### src/rtl/mmio_uart_tx.sv
// Memory-mapped 8N1 UART transmitter: TXDATA/STATUS registers, byte FIFO, serial FSM.
// Pops the FIFO back-to-back so queued bytes leave with no idle gap between frames.
module mmio_uart_tx #(
    parameter int unsigned CLKS_PER_BIT = 868,
    parameter int unsigned FIFO_DEPTH   = 8,
    parameter logic [31:0] BASE_ADDR    = 32'h1000_0000
) (
    input  logic        clk,
    input  logic        reset,
    input  logic        MemWrite,
    input  logic [31:0] ALUResult,
    input  logic [31:0] WriteData,
    output logic [31:0] ReadData,
    output logic        Hit,
    output logic        Tx
);
    localparam int unsigned AW          = $clog2(FIFO_DEPTH);
    localparam int unsigned CW          = AW + 1;
    localparam logic [31:0] STATUS_ADDR = BASE_ADDR + 32'd4;
    localparam logic [15:0] BIT_LAST    = 16'(CLKS_PER_BIT - 1);
    localparam logic [CW-1:0] DEPTH_CNT = CW'(FIFO_DEPTH);

    typedef enum logic [1:0] {IDLE, START, DATA, STOP} state_t;

    state_t          state;
    logic [15:0]     cnt;
    logic [7:0]      shift;
    logic [2:0]      bit_idx;
    logic            tx;

    logic [7:0]      mem [FIFO_DEPTH];
    logic [AW-1:0]   wr_ptr;
    logic [AW-1:0]   rd_ptr;
    logic [CW-1:0]   count;
    logic            overflow;

    logic            txdata_sel;
    logic            status_sel;
    logic            fifo_empty;
    logic            fifo_full;
    logic            bit_done;
    logic            pop;
    logic            wr_req;
    logic            push;
    logic            ovf_event;
    logic            ovf_clear;
    logic            busy;
    logic            unused_bits;

    assign unused_bits = ^{ALUResult[1:0], WriteData[31:8]};

    assign txdata_sel = (ALUResult[31:2] == BASE_ADDR[31:2]);
    assign status_sel = (ALUResult[31:2] == STATUS_ADDR[31:2]);

    assign fifo_empty = (count == '0);
    assign fifo_full  = (count == DEPTH_CNT);
    assign bit_done   = (cnt == '0);
    assign busy       = (state != IDLE);

    // A pop happens from IDLE or at the last cycle of STOP; a push to a full
    // FIFO rides on that pop instead of overflowing.
    assign pop       = !fifo_empty && ((state == IDLE) || ((state == STOP) && bit_done));
    assign wr_req    = MemWrite && txdata_sel;
    assign push      = wr_req && (!fifo_full || pop);
    assign ovf_event = wr_req && fifo_full && !pop;
    assign ovf_clear = MemWrite && status_sel && WriteData[3];

    assign Hit = txdata_sel || status_sel;
    assign Tx  = tx;

    always_comb begin
        ReadData = '0;
        if (status_sel) begin
            ReadData = {28'b0, overflow, fifo_empty, fifo_full, busy};
        end
    end

    always_ff @(posedge clk or negedge reset) begin
        if (!reset) begin
            wr_ptr   <= '0;
            rd_ptr   <= '0;
            count    <= '0;
            overflow <= 1'b0;
        end else begin
            if (push) begin
                wr_ptr <= wr_ptr + 1'b1;
            end
            if (pop) begin
                rd_ptr <= rd_ptr + 1'b1;
            end
            case ({push, pop})
                2'b10:   count <= count + 1'b1;
                2'b01:   count <= count - 1'b1;
                default: count <= count;
            endcase
            if (ovf_event) begin
                overflow <= 1'b1;
            end else if (ovf_clear) begin
                overflow <= 1'b0;
            end
        end
    end

    always_ff @(posedge clk) begin
        if (push) begin
            mem[wr_ptr] <= WriteData[7:0];
        end
    end

    // Tx is registered: each branch loads the level of the state being entered.
    always_ff @(posedge clk or negedge reset) begin
        if (!reset) begin
            state   <= IDLE;
            cnt     <= '0;
            shift   <= '0;
            bit_idx <= '0;
            tx      <= 1'b1;
        end else begin
            case (state)
                IDLE: begin
                    if (pop) begin
                        state <= START;
                        shift <= mem[rd_ptr];
                        cnt   <= BIT_LAST;
                        tx    <= 1'b0;
                    end
                end
                START: begin
                    if (bit_done) begin
                        state   <= DATA;
                        cnt     <= BIT_LAST;
                        bit_idx <= '0;
                        tx      <= shift[0];
                    end else begin
                        cnt <= cnt - 1'b1;
                    end
                end
                DATA: begin
                    if (bit_done) begin
                        cnt     <= BIT_LAST;
                        shift   <= {1'b0, shift[7:1]};
                        bit_idx <= bit_idx + 1'b1;
                        if (bit_idx == 3'd7) begin
                            state <= STOP;
                            tx    <= 1'b1;
                        end else begin
                            tx <= shift[1];
                        end
                    end else begin
                        cnt <= cnt - 1'b1;
                    end
                end
                STOP: begin
                    if (bit_done) begin
                        if (pop) begin
                            state <= START;
                            shift <= mem[rd_ptr];
                            cnt   <= BIT_LAST;
                            tx    <= 1'b0;
                        end else begin
                            state <= IDLE;
                        end
                    end else begin
                        cnt <= cnt - 1'b1;
                    end
                end
                default: begin
                    state <= IDLE;
                    tx    <= 1'b1;
                end
            endcase
        end
    end

endmodule

### config.mk
export PLATFORM = sky130hd
export DESIGN_NAME = mmio_uart_tx
export DESIGN_NICKNAME = d
export VERILOG_FILES = /design/src/rtl/mmio_uart_tx.sv
export SDC_FILE = /design/constraint.sdc
export NUM_CORES = 1
export LEC_CHECK = 0
export CAP_MARGIN = 25
export CORE_MARGIN = 8
export CORE_UTILIZATION = 30
export CTS_CLUSTER_DIAMETER = 40
export DETAILED_ROUTE_END_ITERATION = 10
export PLACE_DENSITY = 0.61
export SLEW_MARGIN = 40
export SYNTH_ARGS = -nofsm -noshare
export SYNTH_HDL_FRONTEND = slang
export SYNTH_SLANG_ARGS = --single-unit
### constraint.sdc
create_clock -name clk -period 4.5 [get_ports clk]
set_clock_uncertainty 0.2 [all_clocks]
set_input_delay 0.9 -clock clk [delete_from_list [all_inputs] [get_ports clk]]
set_output_delay 0.9 -clock clk [all_outputs]
set_load 0.02 [all_outputs]
# Word-level counts from Yosys, hierarchy flattened
# Memories as Yosys holds them, arrays and structs flattened.
# Index checks and enable logic that the tools add are counted.
dict set report totals {
  ff_bits 41
  ramBits 64
  in_bits 67
  mem_count 1
}
dict set report op_classes {
  add_sub_neg 6
  n_eq_ne 14
  muxes 30
  n_reduce_logical 27
}
# name words word_bits rd rd_clocked_by_memory_dff write_ports line
set mem_list {}
lappend mem_list {mem 8 8 1 0 1 31} ;# logic [7:0] mem [FIFO_DEPTH];
# operator n
set ops {}
lappend ops {{30-bit by 27-bit equality test with 1-bit output (second input constant)} 2}
lappend ops {{16-bit 2-to-1 mux} 3}
lappend ops {{16-bit one-hot mux with 3 select lines} 1}
lappend ops {{8-bit 2-to-1 mux} 3}
lappend ops {{8-bit one-hot mux with 3 select lines} 1}
lappend ops {{16-bit logical NOT} 1}
lappend ops {{16-bit by 1-bit subtractor with 16-bit output (second input constant)} 1}
lappend ops {{1-bit 2-to-1 mux} 10}
lappend ops {{2-bit 2-to-1 mux} 5}
lappend ops {{2-bit inequality test (second input constant)} 5}
lappend ops {{3-bit by 1-bit adder with 3-bit output (second input constant)} 3}
lappend ops {{3-bit AND reduction} 3}
lappend ops {{1-bit logical AND} 8}
lappend ops {{2-bit one-hot mux with 4 select lines} 1}
lappend ops {{4-bit one-hot mux with 2 select lines} 1}
lappend ops {{2-bit nonzero test} 4}
lappend ops {{2-bit equality test (second input constant)} 3}
lappend ops {{3-bit 2-to-1 mux} 2}
lappend ops {{3-bit one-hot mux with 2 select lines} 1}
lappend ops {{5-bit AND reduction} 1}
lappend ops {{4-bit by 1-bit adder with 4-bit output (second input constant)} 1}
lappend ops {{2-bit by 1-bit equality test with 1-bit output (second input constant)} 2}
lappend ops {{4-bit equality test (second input constant)} 1}
lappend ops {{4-bit logical NOT} 1}
lappend ops {{9 further kinds} 13}

# Longest topological paths before layout
# Gate-level depths: netlist of the first run.
dict set report logic_depth {
  ltp_word 8
  depth_mapped 14
}

# Worst setup path after synthesis of the first run
# No wires, ideal clock.
dict set report synth_path {
  path_type {input to register}
  startpoint {input ALUResult[5]}
  endpoint {memory mem[6][0], enable pin}
  setup_ns 0.398
  arrival_time_ns 3.361
  t_required_ns 3.902
  path_slack_ns 0.541
  cell_stages 6
  path_buffers 1
  cell_sequence {or4_4 or3_4 nor3_4 nand4bb_1 buf_6 nor4b_1}
}
dict set report synth_via {
  elab_chain_cells 5
}
# element line
set synth_rtl {}
lappend synth_rtl {{start, declared} 11} ;# input logic [31:0] ALUResult,
lappend synth_rtl {{30-bit by 27-bit equality test with 1-bit output} 52} ;# assign txdata_sel = (ALUResult[31:2] == BASE_ADDR[31:2]);
lappend synth_rtl {{1-bit logical AND} 63} ;# assign wr_req = MemWrite && txdata_sel;
lappend synth_rtl {{1-bit logical AND} 64} ;# assign push = wr_req && (!fifo_full || pop);
lappend synth_rtl {{1-bit 2-to-1 mux} 105} ;# if (push) begin
lappend synth_rtl {{1-bit 2-to-1 mux (implied by the code)} 106} ;# mem[wr_ptr] <= WriteData[7:0];
lappend synth_rtl {{end, declared} 31}
# Every way passes these cells.

# Worst setup path after layout of the first run
dict set report layout_path {
  startpoint {input ALUResult[5]}
  endpoint {output ReadData[1]}
}
dict set report layout_via {
  elab_chain_cells 2
}
# element line
set layout_rtl {}
lappend layout_rtl {{30-bit by 27-bit equality test with 1-bit output} 53} ;# assign status_sel = (ALUResult[31:2] == STATUS_ADDR[31:2]);
lappend layout_rtl {{4-bit 2-to-1 mux} 73} ;# if (status_sel) begin
lappend layout_rtl {{end, declared} 13} ;# output logic [31:0] ReadData,
# Every way passes these cells.

==> run_results.csv, run 1 <==
group,metric,value,unit
floorplan,die_y,146.8,um
yosys,ys.flop_type,"edfxtp_1",
timing,layout_setup_ws,0.2136,ns
finish,drive_gt1_share,14.98,%
clocking,clockRootBuffer,"clkbuf_16",
clocking,cts_resized,0,
setup_path,reg2reg_depth,12,
timing,finalHoldViolations,0,
finish,filler_cell_count,1637,
clocking,postCtsHoldBufs,0,
setup_path,worstPathArrival,3.19,ns
timing,fmax,0.2333,GHz
yosys,synth_async_sr_flop_share,39.05,%
drt,ant_nets,0,
yosys,yosysMostFrequentCell,"edfxtp_1",
global_routing,antenna_found_initial,0,
yosys,synth_area,5131,um2
power_and_ir_drop,power_frac_clock,42.6,%
timing,grt_setup_unrepaired,"no",
yosys,synth.area.top_cells,"edfxtp_1 37%, dfrtp_1 20%, mux4_2 7.0%, buf_4 4.1%, ha_1 3.2%",
job,drv_cap,0,
placed_design,gp_congestion,0.7659,
yosys,synth-seq-cells,105,
timing,tightestPinTransition,0.7995,ns
clocking,htreeDepth,3,
setup_path,critical_path_required,3.40,ns
power_and_ir_drop,ir_drop,0.0002713,V
yosys,avgSynthCellArea,12.96,um2
clocking,clk_pin_slew,0.08,ns
drt,drt_iter0_markers,216,
power_and_ir_drop,p_int,1462,uW
setup_path,end_kind,"output pin",
yosys,ys_top_cells_by_count,"64 x edfxtp_1, 40 x dfrtp_1, 36 x nand2_1",
floorplan,die_x,146.8,um
placed_design,dpl.hpwl,7314,um
placed_design,dpl_cell_area,5787,um2
yosys,ys_seq_area_share,57.47,%
setup_path,crit_fanout,3,
yosys,synth_top_area_share,37.45,%
clocking,cts_tree,"built",
setup_path,r2r_slack,1.21,ns
finish,multi_input_area,1984,um2
power_and_ir_drop,power.switching,447.7,uW
finish,regArea,2950,um2
setup_path,startpoint,"ALUResult[5]",
status,run_status,"complete, no violations",
setup_path,critPathCapture,"ReadData[1]",
drt,drc,0,
clocking,cts_num_sinks,105,
worst_hold_path,hold_depth,1,
power_and_ir_drop,leakage,0.002231,uW
clocking,insertion_delay,0.35,ns
placed_design,place_worst_setup_slack,0.2132,ns
drt,dr.pass1.iters,4,
power_and_ir_drop,powerDensity,312.6,nW/um2
power_and_ir_drop,p_seq_share,53.6,%
timing,relSlewSlack,46.70,%
power_and_ir_drop,combPwrFrac,3.8,%
yosys,synth_cell_type_count,58,
timing,setup_tns,0,ns
yosys,syn_inst,396,
drt,vias,3232,
floorplan,initial_utilization,30.19,%
drt,wl_per_cell,15.40,um
floorplan,std_cell_rows,48,
clocking,cts_setup_buffers,0,
clocking,ctsLongestPathBuffers,2,
clocking,numCtsBuffers,9,
timing,drv_slew,0,
floorplan,pin_count,101,
floorplan,dieArea,21540,um2
global_routing,grt_max_degree,42,
global_routing,grt_pass1_wl,17030,um
setup_path,crit_type,"primary input to output pin",
global_routing,overflow,0,
global_routing,groute.usage.overall,9.849,%
setup_path,start_kind,"primary input",
drt,viasPerCell,4.760,
finish,antennaDiodeCount,0,
floorplan,core_area,17000,um2
timing,setup_viol,0,
finish,syn_to_final_growth,19.04,%
drt,routed_wl,10450,um
setup_path,r2r-start,"cnt[2]",
timing,fin_crit,4.286,ns
timing,fin_crit_sh,95.25,%
worst_hold_path,worstHoldPathType,"flop to flop",
yosys,yosysWarnings,0,
setup_path,timing.rr.end,"count[3]",
yosys,synth_edf_count,64,
power_and_ir_drop,switching_share,23.45,%
finish,stdcell_area,6108,um2
yosys,yosysTopAreaCell,"edfxtp_1",
finish,fin_nets,530,
placed_design,io_buffer_count,46,
global_routing,grt_pass1_vias,3250,
==> registers in the layout (all words and copies together), names as in the netlist <==
name	cells
mem	64
cnt	16
shift	8
count	4
bit_idx	3
rd_ptr	3
wr_ptr	3
state	2
Tx	1
overflow	1
==> cell families after synthesis <==
| logic type | after synthesis | share of synthesized area [%] |
|---|---|---|
| compound gates | 68 | 8.388 |
| xor+xnor | 9 | 1.536 |
| fa+ha+maj | 14 | 3.560 |
| buf+inv | 50 | 5.950 |
| flops | 105 | 57.47 |
| mux | 35 | 10.95 |
| other cells | 1 | 0.07308 |
| simple gates | 114 | 12.07 |
==> routing by layer <==
layer,global-route usage [%],wire length (um),vias to the layer above
met1,11.35,4488,1623
met5,0,0,-
met4,2.782,89,0
met3,2.553,472,7
li1,-,-,1538
met2,17.63,5404,64
==> worst min-delay path by stage <==
stage	start	end
5_1_grt	wr_ptr[2]	wr_ptr[2]
2_1_floorplan	wr_ptr[2]	wr_ptr[2]
3_3_place_gp	wr_ptr[2]	wr_ptr[2]
6_report	wr_ptr[2]	wr_ptr[2]
4_1_cts	wr_ptr[2]	wr_ptr[2]
3_5_place_dp	wr_ptr[2]	wr_ptr[2]
==> critical path, cell delays in order <==
cell,delay [ns]
clkdlybuf4s50_1,0.40
or4_4,0.53
or3_4,0.35
nor3_4,0.15
nand2_1,0.12
nor2_1,0.12
clkdlybuf4s50_1,0.62
==> power by group through the flow <==
stage	sequential, uW	combinational, uW	clock (uW)
after global routing	1020	79.1	875
final	1020	72.6	814
after global placement	1040	70.4	0
after detailed placement	1040	72.4	0
after floorplan	1040	41.1	0
after CTS	1020	72.7	844
==> area by class of cell <==
cell class	count	area share, %
Timing Repair Buffer	57	8.849
Inverter	8	0.4916
Clock inverter	7	1.577
Sequential cell	105	48.30
Clock buffer	9	3.687
Tap cell	225	4.609
Multi-Input combinational cell	268	32.49
==> placed cells by master, fill, tap and decap left out, types with 2 or more instances in the layout <==
cell / n
edfxtp_1: 64
inv_1: 8
nand4_1: 3
a21oi_1: 15
and2_1: 3
nor2_1: 26
mux4_2: 16
o21a_1: 2
ha_1: 13
o21ai_0: 28
nor3_1: 11
xnor2_1: 6
a31oi_1: 3
inv_8: 2
o31ai_1: 2
nor4_1: 10
nand3_1: 3
dfrtp_1: 39
nand2_1: 36
mux2_2: 8
nor3b_1: 5
clkbuf_16: 9
conb_1: 28
a32o_1: 2
o41ai_1: 2
clkinv_8: 3
or4b_2: 2
clkdlybuf4s50_1: 45
or4_1: 2
xor2_1: 3
mux2i_1: 10
buf_4: 12
o22a_1: 4
==> stage by stage <==
step | util [%] | total power [uW] | std cells | hold WS [ns]
floorplan | - | 1085 | 423 | 0.2448
global placement | 34.03 | 1114 | 663 | 0.2652
detailed placement | 34.05 | 1116 | 663 | 0.2679
CTS | 35.94 | 1939 | 679 | 0.2838
global route | 35.94 | 1976 | 679 | 0.3173
finish | 35.94 | 1909 | 679 | 0.2794
Power figures use the tool's default switching activity.
==> run 2: changes to the inputs <==
CORE_MARGIN = unset   (was 8)
PLACE_DENSITY = unset   (was 0.61)
==> run 2 against run 1 <==
  * Fmax increased by 0.88%
  * Non-clock buffer count unchanged
  * Utilization grew 0.68 points
  * Wire length decreased by 3.3%
  * Register-to-register slack lost 0.02 ns
  * Sequential power barely moved
  * Via count down 0.84%
  * Hold slack got worse by 0.0028 ns
==> run_results.csv, run 2 (same netlist as run 1, synthesis figures left out) <==
group,metric,value,unit
status,run_status,"complete, no violations",
setup_path,r2r_slack,1.19,ns
clocking,cts_num_sinks,105,
power_and_ir_drop,p_seq_share,54.3,%
power_and_ir_drop,p_int,1452,uW
placed_design,dpl_cell_area,5787,um2
timing,fmax,0.2353,GHz
finish,mostFrequentLayoutCell,"edfxtp_1",
drt,ant_nets,0,
placed_design,gp_congestion,0.8190,
timing,drv_slew,0,
finish,syn_to_final_growth,18.78,%
drt,drc,0,
clocking,htreeDepth,3,
clocking,clk_pin_slew,0.08,ns
power_and_ir_drop,leakage,0.002222,uW
finish,largest_registers,"mem: 64 flops, cnt: 16 flops, shift: 8 flops",
setup_path,startpoint,"ALUResult[4]",
setup_path,start_kind,"primary input",
setup_path,critPathCapture,"ReadData[0]",
global_routing,grt_max_degree,42,
finish,drive_gt1_share,15.20,%
timing,finalHoldViolations,0,
placed_design,io_buffer_count,46,
placed_design,dpl.hpwl,6966,um
power_and_ir_drop,power_frac_clock,41.9,%
finish,regMostFlops,"mem",
power_and_ir_drop,powerDensity,309.2,nW/um2
setup_path,reg2reg_depth,12,
setup_path,r2r-start,"cnt[2]",
finish,largest_reg_flops,64,
setup_path,timing.rr.end,"count[3]",
clocking,cts_setup_buffers,0,
drt,dr.pass1.iters,4,
timing,setup_tns,0,ns
clocking,ctsLongestPathBuffers,2,
power_and_ir_drop,switching_share,22.93,%
floorplan,core_area,16640,um2
clocking,numCtsBuffers,9,
setup_path,crit_fanout,3,
global_routing,groute.usage.overall,12.23,%
timing,relSlewSlack,46.88,%
global_routing,antenna_found_initial,0,
clocking,cts_resized,0,
floorplan,die_y,132.8,um
power_and_ir_drop,ir_drop,0.0001757,V
setup_path,end_kind,"output pin",
clocking,postCtsHoldBufs,0,
drt,vias,3205,
finish,antennaDiodeCount,0,
timing,setup_viol,0,
drt,drt_iter0_markers,169,
setup_path,crit_type,"primary input to output pin",
timing,tightestPinTransition,0.7968,ns
drt,wl_per_cell,14.99,um
floorplan,dieArea,17630,um2
global_routing,overflow,0,
global_routing,grt_pass1_vias,3302,
clocking,clockRootBuffer,"clkbuf_16",
floorplan,initial_utilization,30.83,%
timing,grt_setup_unrepaired,"no",
finish,fin_nets,530,
setup_path,critical_path_required,3.40,ns
setup_path,worstPathArrival,3.15,ns
timing,fin_crit_sh,94.43,%
clocking,cts_tree,"built",
worst_hold_path,worstHoldPathType,"flop to flop",
power_and_ir_drop,power.switching,432.1,uW
power_and_ir_drop,combPwrFrac,3.8,%
global_routing,grt_pass1_wl,16840,um
finish,stdcell_area,6095,um2
finish,layout_common_cells,"64 x edfxtp_1, 45 x clkdlybuf4s50_1, 39 x dfrtp_1",
timing,fin_crit,4.249,ns
clocking,insertion_delay,0.35,ns
job,drv_cap,0,
drt,viasPerCell,4.755,
floorplan,pin_count,101,
drt,routed_wl,10110,um
floorplan,die_x,132.8,um
floorplan,std_cell_rows,47,
## run 2: cell types whose count changed in the layout (fill, tap and decap cells not counted)
cell	before	now
clkinv_4	0	1
inv_12	1	0
clkinv_8	3	2
inv_8	2	3
nor4b_2	1	2
nor4b_1	1	0
inv_6	1	0
clkinvlp_4	0	1
## run 2: how the worst min path moves through the flow
stage / slack, ns / start / endpoint / cells after the start
after global routing: 0.33 / wr_ptr[2] / wr_ptr[2] / 1
final: 0.28 / wr_ptr[2] / wr_ptr[2] / 1
after floorplan: 0.24 / wr_ptr[2] / wr_ptr[2] / 1
after CTS: 0.28 / wr_ptr[2] / wr_ptr[2] / 1
after global placement: 0.26 / wr_ptr[2] / wr_ptr[2] / 1
after detailed placement: 0.26 / wr_ptr[2] / wr_ptr[2] / 1
## run 2: layer usage
| layer | up-vias | share of wire, % | track usage, % |
|---|---|---|---|
| met1 | 1614 | 47 | 15.82 |
| met2 | 49 | 50 | 20.56 |
| li1 | 1534 | - | - |
| met3 | 8 | 2.1 | 2.682 |
| met4 | 0 | 0.76 | 3.384 |
| met5 | - | 0 | 0 |
## run 2: through the flow
step / power (uW) / worst slack, ns / hold WS (ns) / instances / utilization, %
2_1_floorplan: 1085 / 0.5408 / 0.2448 / 423 / -
3_3_place_gp: 1114 / 0.2218 / 0.2619 / 658 / 34.75
3_5_place_dp: 1117 / 0.2255 / 0.2630 / 658 / 34.77
4_1_cts: 1912 / 0.2217 / 0.2799 / 674 / 36.62
5_1_grt: 1949 / 0.08864 / 0.3262 / 674 / 36.62
6_report: 1884 / 0.2509 / 0.2766 / 674 / 36.62
## run 2: final cells by class
cell class	count	area, um2
multi-input cells	268	1991
repair buffers	57	540.5
clock buffers	9	225.2
flip-flops and latches	105	2950
fillers	1631	10550
clock inverters	7	82.58
well taps	220	275.3
inverters	8	30.03
## run 2: worst max-delay path, stage by stage
cell             delay (ns)
clkdlybuf4s50_1        0.41
or4_4                  0.51
or3_4                  0.35
nor3_4                 0.14
nand2_1                0.11
nor2_1                 0.11
clkdlybuf4s50_1        0.61
## run 2: power by group through the flow
stage	Sequential, uW	Clock (uW)	Combinational (uW)
2_1_floorplan	1040	0	41.1
3_3_place_gp	1040	0	70.5
3_5_place_dp	1040	0	73.1
4_1_cts	1020	817	73.2
5_1_grt	1020	848	79.0
6_report	1020	789	72.4
==> run 3: changes to the inputs <==
CTS_BUF_LIST = sky130_fd_sc_hd__clkbuf_8   (was unset)
==> run 3 against run 2 <==
  * Fmax barely moved
  * Power fell by 10%
  * Sequential power barely moved
  * Final area fell by 1.7%
  * Register-to-register slack barely moved
  * Critical path depth did not move
  * Final cell count did not move
  * Critical path type unchanged
==> run_results.csv, run 3 (same netlist as run 1, synthesis figures left out) <==
group,metric,value,unit
clocking,ctsLongestPathBuffers,2,
drt,dr.pass1.iters,4,
global_routing,overflow,0,
clocking,cts_num_sinks,105,
global_routing,grt_pass1_wl,16820,um
finish,drive_gt1_share,15.20,%
placed_design,dpl.hpwl,6966,um
drt,ant_nets,0,
setup_path,start_kind,"primary input",
global_routing,antenna_found_initial,0,
status,run_status,"complete, no violations",
setup_path,path_cells,"clkdlybuf4s50_1, or4_4, or3_4, nor3_4, nand2_1, nor2_1, clkdlybuf4s50_1",
finish,fin_nets,530,
timing,fin_crit_sh,94.42,%
drt,routed_wl,10110,um
finish,regMostFlops,"mem",
setup_path,crit_type,"primary input to output pin",
finish,syn_to_final_growth,16.80,%
clocking,clockRootBuffer,"clkbuf_8",
power_and_ir_drop,ir_drop,0.0002098,V
finish,largest_reg_flops,64,
timing,setup_viol,0,
timing,finalHoldViolations,0,
drt,viasPerCell,4.751,
floorplan,core_area,16640,um2
placed_design,gp_congestion,0.8190,
setup_path,crit_top_cell,"clkdlybuf4s50_1",
setup_path,reg2reg_depth,12,
drt,wl_per_cell,15.00,um
setup_path,crit_fanout,3,
timing,grt_setup_unrepaired,"no",
floorplan,initial_utilization,30.83,%
timing,drv_slew,0,
clocking,postCtsHoldBufs,0,
timing,tightestPinTransition,0.8019,ns
drt,drc,0,
finish,largest_registers,"mem: 64 flops, cnt: 16 flops, shift: 8 flops",
worst_hold_path,hold_depth,1,
power_and_ir_drop,powerDensity,281.9,nW/um2
placed_design,io_buffer_count,46,
floorplan,std_cell_rows,47,
timing,layout_setup_ws,0.2510,ns
job,drv_cap,0,
setup_path,cp_slowest_cell,"clkdlybuf4s50_1",
global_routing,groute.usage.overall,12.22,%
clocking,numCtsBuffers,9,
finish,antennaDiodeCount,0,
clocking,cts_resized,0,
drt,vias,3202,
placed_design,place_worst_setup_slack,0.2255,ns
floorplan,die_x,132.8,um
power_and_ir_drop,leakage,0.002176,uW
setup_path,worstPathArrival,3.15,ns
clocking,insertion_delay,0.38,ns
setup_path,slowest_delay,0.61,ns
floorplan,pin_count,101,
finish,mostFrequentLayoutCell,"edfxtp_1",
finish,layout_common_cells,"64 x edfxtp_1, 45 x clkdlybuf4s50_1, 39 x dfrtp_1",
clocking,cts_tree,"built",
timing,fmax,0.2353,GHz
global_routing,grt_pass1_vias,3292,
setup_path,end_kind,"output pin",
drt,drt_iter0_markers,124,
floorplan,dieArea,17630,um2
clocking,htreeDepth,3,
floorplan,die_y,132.8,um
clocking,cts_setup_buffers,0,
timing,fin_crit,4.249,ns
setup_path,critical_path_required,3.40,ns
timing,setup_tns,0,ns
global_routing,grt_max_degree,42,
clocking,clk_pin_slew,0.12,ns
timing,relSlewSlack,46.54,%
worst_hold_path,worstHoldPathType,"flop to flop",
run 3: layout make-up:
| cell class | instances | area, um2 |
|---|---|---|
| inverters | 8 | 30.03 |
| fillers | 1644 | 10650 |
| repair buffers | 57 | 540.5 |
| multi-input cells | 268 | 1991 |
| well taps | 220 | 275.3 |
| flip-flops and latches | 105 | 2950 |
| clock inverters | 7 | 82.58 |
| clock buffers | 9 | 123.9 |
run 3: per-stage QoR:
stage,area [um2],total power [uW],hold WS (ns),utilization [%],std cells
floorplan,5233,1085,0.2448,-,423
finish,5993,1690,0.2822,36.01,674
detailed placement,5787,1117,0.2630,34.77,658
global route,5993,1753,0.3212,36.01,674
global placement,5783,1114,0.2619,34.75,658
CTS,5993,1716,0.2856,36.01,674
run 3: power by group:
| group | total [uW] | switching [uW] | internal (uW) |
|---|---|---|---|
| sequential | 1020 | 0.00000220 | 1020 |
| clock | 594 | 371 | 223 |
| combinational | 72.4 | 40.6 | 31.8 |
run 3: metal layers:
layer / global-route usage, % / vias to the layer above / share of wire (%)
li1: - / 1529 / -
met3: 2.759 / 7 / 2.2
met4: 3.129 / 0 / 0.75
met1: 15.84 / 1617 / 47
met5: 0 / - / 0
met2: 20.54 / 49 / 50
run 3: worst max-delay path: cells and delay by family:
family	cells	cell delay (ns)
and+or+nand+nor	5	1.22
buffers and inverters	2	1.02
run 3: path summary, 6_finish.rpt:
| check | from | endpoint | slack (ns) |
|---|---|---|---|
| setup / recovery | ALUResult[4] | ReadData[0] | 0.25 |
| hold / removal | wr_ptr[2] | wr_ptr[2] | 0.28 |
| setup reg to reg | cnt[2] | count[3] | 1.19 |
| hold reg to reg | wr_ptr[2] | wr_ptr[2] | 0.28 |
| max in group asynchronous | reset | rd_ptr[0] | 3.41 |
| min in group asynchronous | reset | wr_ptr[1] | 0.30 |
